===== config.mk =====
export PLATFORM = sky130hd
export DESIGN_NAME = row_conv_engine
export DESIGN_NICKNAME = d
export VERILOG_FILES = /design/src/rtl/row_conv_engine.sv
export SDC_FILE = /design/constraint.sdc
export NUM_CORES = 1
export LEC_CHECK = 0
export BUFFER_PORTS_ARGS = -buffer_cell sky130_fd_sc_hd__clkbuf_2
export CAP_MARGIN = 20
export CELL_PAD_IN_SITES_DETAIL_PLACEMENT = 0
export CELL_PAD_IN_SITES_GLOBAL_PLACEMENT = 1
export CORE_ASPECT_RATIO = 0.5
export CORE_UTILIZATION = 27
export DETAILED_ROUTE_END_ITERATION = 8
export GPL_TIMING_DRIVEN = 0
export HOLD_SLACK_MARGIN = 0.05
export PLACE_DENSITY_LB_ADDON = 0.1
export RECOVER_POWER = 25
export SETUP_SLACK_MARGIN = 0.15
export SKIP_LAST_GASP = 1
export SYNTH_ARGS = -nofsm -noshare
export SYNTH_HDL_FRONTEND = slang
export SYNTH_SLANG_ARGS = --single-unit

===== constraint.sdc =====
create_clock -name clk2 -period 10.3 [get_ports clk2]
set_clock_uncertainty 0.1 [all_clocks]
set_input_delay 1.03 -clock clk2 [delete_from_list [all_inputs] [get_ports clk2]]
set_output_delay 1.03 -clock clk2 [all_outputs]
set_load 0.01 [all_outputs]

===== src/rtl/row_conv_engine.sv =====
// Purpose : 1-D row convolution. Per job it loads NUM_CH weight rows, then streams
//           NUM_CH rows of ROW_LEN pixels (channel-major) and accumulates the window
//           dot products across channels. Each final sum is pushed into an output FIFO.
// Latency : a result is pushed on the same edge that accepts the last-channel pixel
//           closing its window. data_out is registered one edge after rd_en.
// Backpr. : ifm_ready drops only when the pending accept would push into a full FIFO.
//           A same-cycle rd_en does not lift it.
// Ports   : clk2/rst_n clock and async active-low reset. start begins a job (IDLE only).
//           wgt_valid/wgt/wgt_ready is the weight-row handshake (tap 0 in the LSBs).
//           ifm_valid/ifm/ifm_ready is the pixel handshake.
//           rd_en/data_out/out_valid/fifo_full/fifo_count form the output FIFO read side.
//           busy is high while not IDLE. done pulses for one cycle at job end.
module row_conv_engine #(
    parameter int DATA_WIDTH   = 16,
    parameter int WEIGHT_WIDTH = 8,
    parameter int IFM_WIDTH    = 8,
    parameter int KERNEL_SIZE  = 3,
    parameter int NUM_CH       = 2,
    parameter int ROW_LEN      = 8,
    parameter int FIFO_DEPTH   = 8,
    parameter int ADD_WIDTH    = 3
) (
    input  logic                              clk2,
    input  logic                              rst_n,
    input  logic                              start,
    input  logic                              wgt_valid,
    input  logic [WEIGHT_WIDTH*KERNEL_SIZE-1:0] wgt,
    output logic                              wgt_ready,
    input  logic                              ifm_valid,
    input  logic [IFM_WIDTH-1:0]              ifm,
    output logic                              ifm_ready,
    input  logic                              rd_en,
    output logic [DATA_WIDTH-1:0]             data_out,
    output logic                              out_valid,
    output logic                              fifo_full,
    output logic [ADD_WIDTH:0]                fifo_count,
    output logic                              busy,
    output logic                              done
);
    // KERNEL_SIZE must be >= 2, and FIFO_DEPTH must be 2**ADD_WIDTH because the pointers wrap naturally.
    localparam int OUT_LEN = ROW_LEN - KERNEL_SIZE + 1;
    localparam int CH_W    = (NUM_CH > 1) ? $clog2(NUM_CH) : 1;
    localparam int P_W     = (ROW_LEN > 1) ? $clog2(ROW_LEN) : 1;
    localparam int O_W     = (OUT_LEN > 1) ? $clog2(OUT_LEN) : 1;
    localparam int WROW_W  = WEIGHT_WIDTH * KERNEL_SIZE;

    typedef enum logic [1:0] {
        IDLE     = 2'd0,
        LOAD_WGT = 2'd1,
        STREAM   = 2'd2,
        DONE     = 2'd3
    } state_t;

    state_t                                  state_q;
    logic [CH_W-1:0]                         ch_w_q;
    logic [CH_W-1:0]                         ch_q;
    logic [P_W-1:0]                          p_q;
    logic [NUM_CH-1:0][WROW_W-1:0]           wgt_q;
    logic [KERNEL_SIZE-2:0][IFM_WIDTH-1:0]   win_q;      // previous pixels, index 0 oldest
    logic [DATA_WIDTH-1:0]                   psum_q [OUT_LEN];
    logic [DATA_WIDTH-1:0]                   fifo_mem_q [FIFO_DEPTH];
    logic [ADD_WIDTH-1:0]                    wr_ptr_q;
    logic [ADD_WIDTH-1:0]                    rd_ptr_q;
    logic [ADD_WIDTH:0]                      count_q;
    logic [DATA_WIDTH-1:0]                   data_out_q;

    logic                                    last_ch;
    logic                                    last_p;
    logic                                    in_win;
    logic                                    full;
    logic                                    accept;
    logic                                    push;
    logic                                    pop;
    logic [O_W-1:0]                          o_idx;
    logic [KERNEL_SIZE-1:0][IFM_WIDTH-1:0]   win;
    logic [DATA_WIDTH-1:0]                   win_sum;
    logic [DATA_WIDTH-1:0]                   acc_dat;

    assign last_ch   = (ch_q == CH_W'(NUM_CH - 1));
    assign last_p    = (p_q == P_W'(ROW_LEN - 1));
    // Only p >= KERNEL_SIZE-1 forms a window. The stale shift contents at the start of
    // each channel are never used, which clears the shift register logically.
    assign in_win    = (p_q >= P_W'(KERNEL_SIZE - 1));
    assign full      = (count_q == (ADD_WIDTH + 1)'(FIFO_DEPTH));
    assign ifm_ready = (state_q == STREAM) && !(last_ch && in_win && full);
    assign accept    = ifm_valid && ifm_ready;
    assign push      = accept && last_ch && in_win;
    assign pop       = rd_en && (count_q != '0);
    assign o_idx     = O_W'(p_q - P_W'(KERNEL_SIZE - 1));
    assign win       = {ifm, win_q};   // incoming pixel is the newest tap

    // All arithmetic is done at DATA_WIDTH. Truncating the operands first gives the same
    // modulo-2^DATA_WIDTH result as truncating the full-width sum.
    always_comb begin
        win_sum = '0;
        for (int k = 0; k < KERNEL_SIZE; k++) begin
            win_sum = win_sum
                    + DATA_WIDTH'(wgt_q[ch_q][k*WEIGHT_WIDTH +: WEIGHT_WIDTH])
                    * DATA_WIDTH'(win[k]);
        end
    end

    // Channel 0 starts a fresh partial sum. When NUM_CH == 1 this also pushes s directly.
    assign acc_dat = (ch_q == '0) ? win_sum : psum_q[o_idx] + win_sum;

    always_ff @(posedge clk2 or negedge rst_n) begin
        if (!rst_n) begin
            state_q <= IDLE;
            ch_w_q  <= '0;
            ch_q    <= '0;
            p_q     <= '0;
            wgt_q   <= '0;
        end else begin
            case (state_q)
                IDLE: begin
                    if (start) begin
                        state_q <= LOAD_WGT;
                        ch_w_q  <= '0;
                    end
                end
                LOAD_WGT: begin
                    if (wgt_valid) begin
                        wgt_q[ch_w_q] <= wgt;
                        if (ch_w_q == CH_W'(NUM_CH - 1)) begin
                            state_q <= STREAM;
                            ch_q    <= '0;
                            p_q     <= '0;
                        end else begin
                            ch_w_q <= ch_w_q + 1'b1;
                        end
                    end
                end
                STREAM: begin
                    if (accept) begin
                        if (last_p) begin
                            p_q <= '0;
                            if (last_ch) begin
                                state_q <= DONE;
                            end else begin
                                ch_q <= ch_q + 1'b1;
                            end
                        end else begin
                            p_q <= p_q + 1'b1;
                        end
                    end
                end
                DONE:    state_q <= IDLE;
                default: state_q <= IDLE;
            endcase
        end
    end

    always_ff @(posedge clk2 or negedge rst_n) begin
        if (!rst_n) begin
            win_q <= '0;
        end else if (accept) begin
            for (int k = 0; k < KERNEL_SIZE - 2; k++) begin
                win_q[k] <= win_q[k+1];
            end
            win_q[KERNEL_SIZE-2] <= ifm;
        end
    end

    always_ff @(posedge clk2 or negedge rst_n) begin
        if (!rst_n) begin
            for (int i = 0; i < OUT_LEN; i++) begin
                psum_q[i] <= '0;
            end
        end else if (accept && in_win && !last_ch) begin
            psum_q[o_idx] <= acc_dat;
        end
    end

    always_ff @(posedge clk2) begin
        if (push) begin
            fifo_mem_q[wr_ptr_q] <= acc_dat;
        end
    end

    // A push can only occur when the FIFO is not full, so push and pop never conflict.
    always_ff @(posedge clk2 or negedge rst_n) begin
        if (!rst_n) begin
            wr_ptr_q   <= '0;
            rd_ptr_q   <= '0;
            count_q    <= '0;
            data_out_q <= '0;
        end else begin
            if (push) begin
                wr_ptr_q <= wr_ptr_q + 1'b1;
            end
            if (pop) begin
                rd_ptr_q   <= rd_ptr_q + 1'b1;
                data_out_q <= fifo_mem_q[rd_ptr_q];
            end
            if (push && !pop) begin
                count_q <= count_q + 1'b1;
            end else if (pop && !push) begin
                count_q <= count_q - 1'b1;
            end
        end
    end

    assign wgt_ready  = (state_q == LOAD_WGT);
    assign busy       = (state_q != IDLE);
    assign done       = (state_q == DONE);
    assign data_out   = data_out_q;
    assign out_valid  = (count_q != '0);
    assign fifo_full  = full;
    assign fifo_count = count_q;

endmodule


# Word-level counts from Yosys, hierarchy flattened
# Memories as Yosys holds them, arrays and structs flattened. A register that Yosys moved wholly into a read port is not among the register bits.
# Cells that the tools add are included.
[totals] regBits=177 mem_bits_rw=128 input_bits=38 out_inout_bits=26 wordCells=117 mem_count=1
[op_classes] n_addsub=11 n_mul=3 magnitude_cmp=6 eq_ne=11 n_mux=38 bitwise=1 n_reduce_logical=29
[mem_list] name="fifo_mem_q" depth=8 width=16 read_ports=1 rd_clocked_by_memory_dff=1 write_ports=1 line="61" rtl="logic [DATA_WIDTH-1:0] fifo_mem_q [FIFO_DEPTH];"
[op_table] cell="96-bit bitwise mux" n=1
[op_table] cell="24-bit two-way mux" n=3
[op_table] cell="16-bit two-way mux" n=4
[op_table] cell="16-bit adder" n=3
[op_table] cell="16-bit binary-select mux with 3-bit select" n=1
[op_table] cell="48-bit bitwise mux" n=1
[op_table] cell="16-bit demux with 3-bit select" n=1
[op_table] cell="8-bit by 8-bit multiplier with 16-bit output" n=3
[op_table] cell="24-bit demux with 1-bit select" n=1
[op_table] cell="1-bit logical AND" n=13
[op_table] cell="2-bit two-way mux" n=6
[op_table] cell="3-bit two-way mux" n=4
[op_table] cell="1-bit two-way mux" n=10
[op_table] cell="2-bit inequality test (second input constant)" n=5
[op_table] cell="3-bit by 1-bit adder with 3-bit output (second input constant)" n=3
[op_table] cell="4-bit two-way mux" n=2
[op_table] cell="2-bit one-hot mux with 4 select lines" n=1
[op_table] cell="2-bit nonzero test" n=4
[op_table] cell="3-bit one-hot mux with 2 select lines" n=1
[op_table] cell="6-bit AND reduction" n=1
[op_table] cell="1-bit logical NOT" n=5
[op_table] cell="5-bit AND reduction" n=1
[op_table] cell="4-bit by 1-bit adder with 4-bit output (second input constant)" n=1
[op_table] cell="2-bit == test (second input constant)" n=2
[op_table] cell="other kinds (19)" n=22

# Depth between registers and ports, before layout
[depth] word_depth=12 depth_mapped=31 mapped_depth_nobuf=29

# Least setup slack after synthesis
# OpenSTA, ideal clock, no wires.
[synth_timing] path_type="register -> register" start="register ch_q" end="memory fifo_mem_q[0][15], data pin" setup_ns=0.231 arrival_ns=8.237 required_ns=9.969 path_slack_ns=1.731 path_stages_with_launch=31 n_path_buf=2 synth_period_minus_slack_ns=8.569 path_cell_list="dfrtp_1 > clkbuf_1 > buf_1 > mux2i_1 > nor2b_1 > fa_1 > inv_1 > fa_1 > fa_1 > inv_1 > fa_1 > fa_1 > fa_1 > inv_1 > fa_1 > inv_1 > ha_1 > a21o_1 > a2bb2oi_1 > nand2b_1 > xnor2_1 > inv_1 > ha_1 > a21o_1 > a21o_1 > a2111oi_0 > o311ai_0 > a31oi_1 > xnor2_1 > nand2_1 > xnor2_1"
[synth_between] elab_chain_cells=7 elab_cells_between_ends=9 cone_classes="3 x add/sub; 3 x mul; 3 x mux"
[synth_rtl] item="start: declaration" line="56" rtl="logic [CH_W-1:0] ch_q;"
[synth_rtl] item="start signal: assignment" line="140" rtl="ch_q <= ch_q + 1'b1;"
[synth_rtl] item="24-bit two-way mux (not written as such) (2 in a row)" line="98" rtl="+ DATA_WIDTH'(wgt_q[ch_q][k*WEIGHT_WIDTH +: WEIGHT_WIDTH])"
[synth_rtl] item="8-bit by 8-bit multiplier with 16-bit output" line="99" rtl="* DATA_WIDTH'(win[k]);"
[synth_rtl] item="16-bit adder (2 in a row)" line="98"
[synth_rtl] item="16-bit adder" line="104" rtl="assign acc_dat = (ch_q == '0) ? win_sum : psum_q[o_idx] + win_sum;"
[synth_rtl] item="16-bit two-way mux *" line="104"
[synth_rtl] item="net acc_dat[15]" line="77" rtl="logic [DATA_WIDTH-1:0] acc_dat;"
[synth_rtl] item="end: declaration" line="61"
# The timed path passes the listed nets; every way through them passes the cells marked *. The select of a mux whose other input is x is not followed.

# Final worst setup path
[layout_timing] start="register ch_q" end="memory fifo_mem_q[1][11], data pin"
# Same word-level chain as after synthesis.

==> summary.md <==
| Metric | Value |
|---|---|
| Clock root cell | clkbuf_16 |
| Met2 usage | 0.253 |
| Iter 0 DRT Violations | 503 |
| Endpoints failing setup | 0 |
| Fill cells | between 7000 and 8000 |
| Netlist cell types | 59 |
| CP Buf/Inv Count | 9 |
| Detailed Routing Iterations Pass 1 | 4 |
| Layout cell share with drive strength beyond 1 | 0.163 |
| Diode count | 0 |
| FFs w/ async S/R, synth | 0.601 |
| Core area | between 70000 and 80000 um2 |
| Via count | around 13000 |
| Die ar. | just under 80000 um2 |
| Setup CP Type | register to register |
| Top cells by area, synth | dfrtp_1 23%, edfxtp_1 18%, fa_1 15% |
| Path depth of the worst reg2reg path | 30 |
| Syn. warnings | 0 |
| Die Wd | 395 um |
| IO Port Bufs | a little over 60 |
| Setup ws final | 0.783 ns |
| Status | complete, but fails checks |
| Post-synthesis cell count | 1785 |
| Fin util | 0.316 |
| Nets | 2228 |
| Part of the Yosys area used for sequential elements | 0.415 |
| Required @ worst endpoint | 10.47 ns |
| Met3 Usage GRT | 0.0233 |
| IO Count | 64 |
| Routed len/inst | 19.9 um |
| Slew @ Worst Pin | approximately 4.7 ns |
| Global Route met1 Usage | 0.222 |
| Initial antenna violation count | 3 |
| Antenna Violating Nets Remaining | 0 |
| Post-synthesis mux area share | 0.124 |
| Fmax | ~110 MHz |
| CTS tree | yes |
| Htree depth | 2 |
| Cell Rows | 71 |
| Fin crit period | 9.52 ns |
| Crit Reg-Reg Startpoint | ch_q |
| Final Max Slew Viols | roughly 180 |
| Prevailing post-synth register cell | dfrtp_1 |
| Fin crit share | 0.924 |
| First-pass GRT wire length | ~92 mm |
| Starting density of the core | 0.275 |
| Adder-Cell Fraction of Synth Area | 0.227 |
| Clk sink count | about 320 |
| EDFF count, synth | 128 |
| Placed Cells incl. Taps | between 2000 and 3000 |
| Min-delay src | data_out[9] |
| TritonCTS buffer count | 36 |
| Stages on worst setup path | 30 |
| Slew headroom | -2.16 |
| Worst EP arrival | between 9 and 10 ns |
| DR DRC count | 0 |
| Global-route usage over all layers | 0.156 |
| Via density | roughly 4.4 |
| CP most frequent cell | fa_1 |
| Post-synthesis xor/xnor area fraction | 0.0180 |
| Clock transition at the registers of the reported paths | approximately 0.060 ns |
| Non-Filler Instances | 2954 |
| FF+latch count, synth | about 320 |
| Post-synthesis simple-gate area fraction | 0.106 |
| Synth Net Count | between 2000 and 2500 |
| CP max FO | 10 |
| Crit path max-delay family | adder cells |
| Die extent in y | between 150 and 200 um |
| Hold Violations, Final | 0 |
| Drt total wl | 58.9 mm |
| Top cell type's share of synthesized area | 0.231 |
| Area grow syn2layout | 14.9% |
| Worst path slowest cell | fa_1 |
| Slowest cell delay on critical path | between 0.5 and 0.6 ns |
| Compound-cell area share of the yosys netlist | 0.0516 |
| Largest family of logic cells by synthesized area | adder cells |
| Setup crit start kind | register |
| Average cell area after synthesis | 11.7 um2 |
| RSZ-0062 raised after global routing | no |
| Max_cap viols | 2 |
| Postcts setup bufs | 0 |
| CP Capture Type | register |
| Pre-CTS WS | -0.927 ns |
| Busiest grt layer | met2 |
| Synth Cell Area | 20900 um2 |
| FF-to-FF End | fifo_mem_q[1][11] |
| Clock Path Buffers | 3 |
| Reg-to-reg slack, setup | between 0.7 and 0.8 ns |
| Largest area contributor in the synthesized netlist | dfrtp_1 |
| DP Wirelength | ~45 mm |
| Clock latency on the worst-skew pair | roughly 0.57 ns |
| Routability cong. | 0.744 |
| Overflow after GRT | 0 |
| Largest net degree at the start of global routing | 99 |
| Vias in the first global route | between 10000 and 15000 |
| Worst Hold Depth | 2 |
| Failing checks | capacitance limit, slew limit |
| End of the worst hold path | data_out[9] |
| Hold Path Class | register to register |
cell usage after synthesis, drive strengths merged, types with 4 or more instances:
master / number
and2: 54
dfrtp: 193
a21oi: 22
a21o: 9
xnor2: 35
mux2i: 53
nor2b: 91
nand2b: 27
nor2: 19
buf: 18
clkbuf: 39
a31oi: 5
o21bai: 4
o21ai: 116
nand3: 7
xor2: 7
fa: 160
ha: 123
inv: 261
nand2: 226
nor3: 12
mux4: 48
edfxtp: 128
mux2: 87
sequential cells by signal (all words and copies together) (netlist names):
name	flops
fifo_mem_q	128
psum_q	96
wgt_q	48
data_out	16
win	16
fifo_count	4
p_q	3
rd_ptr_q	3
wr_ptr_q	3
state_q	2
ch_q	1
ch_w_q	1
worst max-delay path by stage:
| stage | start | to | slack [ns] |
|---|---|---|---|
| floorplan | ch_q | fifo_mem_q[0][15] | 1.73 |
| global placement | ch_q | fifo_mem_q[1][11] | -1.15 |
| detailed placement | ch_q | fifo_mem_q[0][15] | -0.93 |
| CTS | ch_q | fifo_mem_q[0][15] | 0.15 |
| global route | ch_q | fifo_mem_q[1][14] | 0.20 |
| finish | ch_q | fifo_mem_q[1][11] | 0.78 |
cells in the final DEF, fill, tap and decap left out, types with 10 or more instances in the layout:
cell type / Yosys / routed
nor2_1: 19 / 16
mux2i_1: 53 / 42
nand2b_1: 27 / 27
buf_6: 1 / 10
clkbuf_2: 1 / 63
and2_1: 51 / 51
inv_1: 261 / 261
mux4_2: 48 / 48
xnor2_1: 34 / 32
edfxtp_1: 128 / 128
mux2_2: 87 / 87
ha_1: 123 / 123
o21ai_0: 115 / 115
clkbuf_1: 38 / 47
dfrtp_1: 193 / 193
nor2b_1: 91 / 91
clkbuf_16: 0 / 36
nand2_1: 226 / 226
a21oi_1: 22 / 22
fa_1: 160 / 160
worst min-delay path, delay by kind of cell, from the launching register on:
family | cells | cell delay, ns
AO/OA/AOI/OAI | 1 | 0.06
flip-flops | 1 | 0.34
AND/OR/NAND/NOR | 1 | 0.04
per-stage QoR:
| step | hold WS (ns) | instance area [um2] | setup TNS [ns] |
|---|---|---|---|
| 3_5_place_dp | 0.365 | 22800 | -28.20 |
| 3_3_place_gp | 0.357 | 22500 | -35.31 |
| 6_report | 0.374 | 24000 | 0 |
| 5_1_grt | 0.399 | 24000 | 0 |
| 4_1_cts | 0.199 | 24000 | 0 |
| 2_1_floorplan | 0.344 | 20900 | 0 |
per-layer routing:
layer  vias to the layer above  wire [um]
li1                       6136          -
met5                         -          0
met4                         0        715
met2                       133      27100
met1                      6664      29400
met3                        51       1750
logic make-up after synthesis:
group	count (synthesis)
xor+xnor	42
buf+inv	318
simple gates	451
flops	321
fa+ha+maj	283
mux	188
compound gates	182
final cells by class:
type / instances / area (um2) / area share
Multi-Input combinational cell: 1146 / 11200 / 0.466
Clock inverter: 16 / 144 / 0.00600
Inverter: 261 / 980 / 0.0408
Timing Repair Buffer: 84 / 519 / 0.0216
Clock buffer: 47 / 972 / 0.0405
Tap cell: 1022 / 1280 / 0.0533
Sequential cell: 321 / 8670 / 0.361
Buffer: 57 / 246 / 0.0103
what timing repair did:
action / in CTS / in global routing
cloned: 0 / 0
gates resized for setup: 23 / 16
hold buffers: 0 / 0
endpoints found under the setup margin: 58 / 48
hold endpoints to repair: 0 / 0
pin swaps: 0 / 0
Power is left out: the tool's default activity adds up to more than one toggle a clock period on the data nets, which glitch-free logic cannot reach.
